==> config.mk <==
export PLATFORM = sky130hd
export DESIGN_NAME = uart_tx_arbiter
export DESIGN_NICKNAME = d
export VERILOG_FILES = /design/src/rtl/uart_tx_arbiter.sv
export SDC_FILE = /design/constraint.sdc
export NUM_CORES = 1
export LEC_CHECK = 0
export ABC_AREA = 1
export ABC_CLOCK_PERIOD_IN_PS = 4830
export BUFFER_PORTS_ARGS = -buffer_cell sky130_fd_sc_hd__buf_2
export CAP_MARGIN = 20
export CORE_ASPECT_RATIO = 1.5
export CORE_MARGIN = 3
export CORE_UTILIZATION = 54
export CTS_BUF_LIST = sky130_fd_sc_hd__clkbuf_8
export DETAILED_ROUTE_END_ITERATION = 8
export GPL_ROUTABILITY_DRIVEN = 0
export HOLD_SLACK_MARGIN = 0.15
export PLACE_DENSITY_LB_ADDON = 0.25
export SYNTH_ARGS = -nofsm -noshare
export SYNTH_HDL_FRONTEND = slang
export SYNTH_SLANG_ARGS = --single-unit
==> constraint.sdc <==
create_clock -name clk -period 4.83 [get_ports clk]
set_input_delay 0.966 -clock clk [delete_from_list [all_inputs] [get_ports clk]]
set_output_delay 0.966 -clock clk [all_outputs]
set_load 0.05 [all_outputs]
==> src/rtl/uart_tx_arbiter.sv <==
// Round-robin arbiter sharing one UART transmitter among N_REQ clients.
// Latches the winner's word, pulses tx_ena, and tracks the frame via tx_busy.
module uart_tx_arbiter #(
    parameter int N_REQ       = 4,
    parameter int D_WIDTH     = 15,
    parameter int ACK_TIMEOUT = 4
) (
    input  logic                       clk,
    input  logic                       rst,
    input  logic [N_REQ-1:0]           req,
    input  logic [N_REQ*D_WIDTH-1:0]   req_data,
    output logic [N_REQ-1:0]           grant,
    output logic                       tx_ena,
    output logic [D_WIDTH-1:0]         tx_data,
    input  logic                       tx_busy,
    output logic [$clog2(N_REQ)-1:0]   active_id,
    output logic                       busy,
    output logic                       done,
    output logic                       ack_err
);

    localparam int ID_W  = $clog2(N_REQ);
    localparam int CNT_W = $clog2(ACK_TIMEOUT + 1);

    typedef enum logic [1:0] {
        IDLE,
        ISSUE,
        WAIT_ACK,
        WAIT_DONE
    } state_t;

    state_t state, state_n;

    logic [ID_W-1:0]  last, last_n;
    logic [CNT_W-1:0] cnt, cnt_n;
    logic [N_REQ-1:0] grant_n;
    logic             tx_ena_n;
    logic [D_WIDTH-1:0] tx_data_n;
    logic [ID_W-1:0]  id_n;
    logic             busy_n, done_n, ack_err_n;

    logic [N_REQ-1:0][D_WIDTH-1:0] words;
    logic [ID_W-1:0]  win;
    logic             win_ok;
    logic             can_grant;
    logic             ack_expired;

    assign words       = req_data;
    assign can_grant   = win_ok && !tx_busy;
    assign ack_expired = (cnt == CNT_W'(ACK_TIMEOUT));

    function automatic logic [ID_W-1:0] rr_idx(
        input logic [ID_W-1:0] base,
        input int              k
    );
        int s;
        s = (int'(base) + k) % N_REQ;
        return s[ID_W-1:0];
    endfunction

    // Cyclic search starting just after the last winner.
    always_comb begin
        win    = last;
        win_ok = 1'b0;
        for (int k = 1; k <= N_REQ; k++) begin
            if (!win_ok && req[rr_idx(last, k)]) begin
                win_ok = 1'b1;
                win    = rr_idx(last, k);
            end
        end
    end

    always_ff @(posedge clk) begin
        if (rst) begin
            state     <= IDLE;
            last      <= ID_W'(N_REQ - 1);
            cnt       <= '0;
            grant     <= '0;
            tx_ena    <= 1'b0;
            tx_data   <= '0;
            active_id <= '0;
            busy      <= 1'b0;
            done      <= 1'b0;
            ack_err   <= 1'b0;
        end else begin
            state     <= state_n;
            last      <= last_n;
            cnt       <= cnt_n;
            grant     <= grant_n;
            tx_ena    <= tx_ena_n;
            tx_data   <= tx_data_n;
            active_id <= id_n;
            busy      <= busy_n;
            done      <= done_n;
            ack_err   <= ack_err_n;
        end
    end

    always_comb begin
        state_n = state;
        unique case (state)
            IDLE: begin
                if (can_grant) state_n = ISSUE;
            end
            ISSUE: state_n = WAIT_ACK;
            WAIT_ACK: begin
                if (tx_busy)          state_n = WAIT_DONE;
                else if (ack_expired) state_n = IDLE;
            end
            WAIT_DONE: begin
                if (!tx_busy) state_n = IDLE;
            end
        endcase
    end

    always_comb begin
        grant_n   = '0;
        tx_ena_n  = 1'b0;
        done_n    = 1'b0;
        ack_err_n = 1'b0;
        tx_data_n = tx_data;
        id_n      = active_id;
        last_n    = last;
        busy_n    = busy;
        cnt_n     = cnt;
        unique case (state)
            IDLE: begin
                if (can_grant) begin
                    grant_n[win] = 1'b1;
                    tx_ena_n     = 1'b1;
                    tx_data_n    = words[win];
                    id_n         = win;
                    last_n       = win;
                    busy_n       = 1'b1;
                end
            end
            ISSUE: cnt_n = '0;
            WAIT_ACK: begin
                // Timed-out words are dropped; no retry.
                if (!tx_busy) begin
                    if (ack_expired) begin
                        ack_err_n = 1'b1;
                        busy_n    = 1'b0;
                    end else begin
                        cnt_n = cnt + CNT_W'(1);
                    end
                end
            end
            WAIT_DONE: begin
                if (!tx_busy) begin
                    done_n = 1'b1;
                    busy_n = 1'b0;
                end
            end
        endcase
    end

endmodule

==> metrics.md <==
| Metric | Value |
|---|---|
| Status | `finished clean` |
| Startpoint Class | `flop` |
| Total CTS buffers | `5` |
| DR pass1 iterations | `5` |
| CP Data Required Time | `4.97 ns` |
| Most frequently used flop master after synthesis | `dfxtp_1` |
| Die footprint | `slightly below 5000 µm²` |
| Sink Count | `32` |
| CP top delay family | `simple AND/OR/NAND/NOR gates` |
| Cells after synthesis | `between 300 and 400` |
| DR vias | `about 2600` |
| Sequential cell area | `between 600 and 700 µm²` |
| RSZ-0062 raised after global routing | `false` |
| Final period demand of the worst path | `2.788 ns` |
| Synth Warn # | `0` |
| Largest stage delay on the critical path | `~0.60 ns` |
| Leakage power | `between 1 and 1.5 nW` |
| Largest net degree at the start of global routing | `33` |
| Max-slew headroom | `about 56%` |
| Buffers on Ports | `just over 90` |
| Max IR drop VDD | `691.3 µV` |
| Worst path cell trace | `inv_2, nand2_1, nand2_1, nand2_1, nand2_2, nand2_2, nand3_2, nand2_4, nand2_1, nand2_1, nand2_1, nand3_1, a21oi_1` |
| Sequential share of the synthesized area | `between 20% and 30%` |
| Mean routed wirelength per cell | `roughly 13 µm` |
| Post-CTS Resized | `0` |
| Hold depth | `2` |
| Non-Filler Instances | `~470` |
| Global-route usage over all layers | `a little over a quarter` |
| Post-Route WL | `around 6.4 mm` |
| Slowest stage cell, crit path | `dfxtp_1` |
| Yosys cell types | `27` |
| Mean Syn Cell Area | `between 6 and 7 µm²` |
| Number of max-cap violations | `0` |
| Setup crit end kind | `flop` |
| # nets final | `roughly 500` |
| Dpl cells | `466` |
| Ys async rst share | `0%` |
| CP Class | `flop to flop` |
| Area of the multi-input gates | `~1300 µm²` |
| Setup Fix Bufs, Post-CTS | `0` |
| Clock latency on the worst-skew pair | `between 0.2 and 0.3 ns` |
| Initial antenna violation count | `0` |
| Post-Syn Area | `~2200 µm²` |
| Initial drt markers | `between 100 and 150` |
| Final setup viols | `0` |
| Die width | `58.59 µm` |
| I/O pin total | `between 90 and 100` |
| Final hold viol count | `0` |
| Antenna diodes | `0` |
| Slew Viols, Final | `0` |
| Power density cells | `about 850 nW/µm²` |
| Worst hold path class | `flop to flop` |
| Worst-path clk slew | `0.07 ns` |
| Hold_buf cts | `0` |
| CP most frequent cell | `nand2_1` |
| Drc violations | `0` |
| Synth cell count leaders | `98 x nand2_1, 73 x nand3_1, 34 x inv_1` |
| First-pass GRT wire length | `10.22 mm` |
| H-tree depth | `2` |
| Yosys reg bits | `32` |
| Final period util | `slightly below 60%` |
| Count leader, synth | `nand2_1` |
| Clock Root Buffer | `clkbuf_8` |
| Clk_skew | `about 0.0086 ns` |
| Core box area | `roughly 4000 µm²` |
| CTS max path bufs | `2` |
| Vias in the first global route | `2474` |
| TritonCTS clock tree | `yes` |
| Row Count | `28` |
| Proportion of netlist area held by the largest area contributor | `28.60%` |
| Final setup TNS | `0 ns` |
| Worst reg-to-reg path cell count | `13` |
| Top post-synthesis cells by area | `dfxtp_1 29%, nand2_1 16%, nand3_1 16%` |
| Top cell type by total area after synthesis | `dfxtp_1` |
| CP Buf/Inv Count | `1` |
| Largest fanout on the critical path | `32` |
| Fmax | `roughly 360 MHz` |
| Synth-to-Final Area Change | `23.02%` |
| CP Depth | `13` |
| Worst Max-Slew Pin Slew | `between 0.6 and 0.7 ns` |
| Fraction of layout cells with a size suffix above 1 | `27.97%` |
| Net count of the mapped netlist | `between 400 and 500` |
| DP HPWL | `4.519 mm` |
| Filler Cells Inserted | `just under 400` |
| Post-synth EDFFs | `0` |
| Via/cell ratio | `between 5 and 6` |
| GR Overflow Total | `0` |
| Die Ht | `between 80 and 90 µm` |
| Initial core utilization | `~57%` |
| Final antenna-violating net count | `0` |
| CP arrival | `between 2 and 3 ns` |
==> worst register-to-register path, delay by kind of cell, from the launching register on <==
| family | cells | cell delay [ns] |
|---|---|---|
| and+or+nand+nor | 11 | 1.79 |
| DFF | 1 | 0.60 |
| AOI/OAI and AO/OA | 1 | 0.08 |
| buffers and inverters | 1 | 0.19 |
==> logic make-up after synthesis <==
group | count (synthesis) | synth area share (%)
AO/OA/AOI/OAI | 34 | 7.821
buffers and inverters | 57 | 12.12
adder cells (fa/ha/maj) | 7 | 3.910
AND/OR/NAND/NOR | 218 | 47.15
flip-flops | 32 | 28.60
XOR/XNOR | 1 | 0.3911
==> metal layers <==
| layer | global-route usage, % | vias to the layer above | share of wire, % |
|---|---|---|---|
| met4 | 13.81 | 0 | 3.6 |
| met2 | 47.81 | 95 | 53 |
| li1 | - | 1296 | - |
| met3 | 5.632 | 28 | 6.2 |
| met1 | 26.31 | 1172 | 37 |
| met5 | 0 | - | 0 |
==> per-stage QoR <==
step	utilization, %	area (µm²)	setup slack, ns	total power (W)	hold slack [ns]
after floorplan	-	2240	2.680	0.001818	0.4541
after global placement	66.40	2629	1.912	0.002019	0.4541
after detailed placement	66.40	2629	1.825	0.002049	0.4563
after CTS	69.60	2755	2.107	0.002333	0.4664
after global routing	69.60	2755	1.743	0.002551	0.4896
final	69.60	2755	2.042	0.002340	0.4655
==> power breakdown <==
part / internal (W) / leakage, nW / total (W) / switching (W)
Sequential: 0.000369 / 0.262 / 0.000443 / 0.0000744
Clock: 0.000182 / 0.0645 / 0.000281 / 0.0000993
Combinational: 0.000447 / 1.17 / 0.00162 / 0.00117
Total: 0.000998 / 1.49 / 0.00234 / 0.00134
==> area by class of cell <==
class	instances	share of cell area (%)
clock buffers	7	3.497
clock inverters	1	1.090
inverters	37	5.132
multi-input cells	260	48.18
flip-flops and latches	32	23.25
well taps	45	2.044
repair buffers	92	16.80
==> worst paths after layout <==
check / from / endpoint / slack [ns]
max reg2reg: last[0] / tx_data[1] / 2.04
max: last[0] / tx_data[1] / 2.04
min: tx_data[6] / tx_data[6] / 0.47
min reg2reg: tx_data[6] / tx_data[6] / 0.47
==> registers in the layout (all words and copies together) (netlist names) <==
name / flops
active_id: 2
busy: 1
tx_data: 15
done: 1
last: 2
cnt: 3
state: 2
grant: 4
tx_ena: 1
ack_err: 1
==> layout by cell type (no fill, tap or decap), types with 9 or more instances in the layout <==
cell type  count
a21oi_1       26
buf_2         91
dfxtp_1       32
inv_1         34
nand2_1       98
nand2_2        9
nand3_1       73
nand3b_1      15
(Power assumes the default switching activity.)
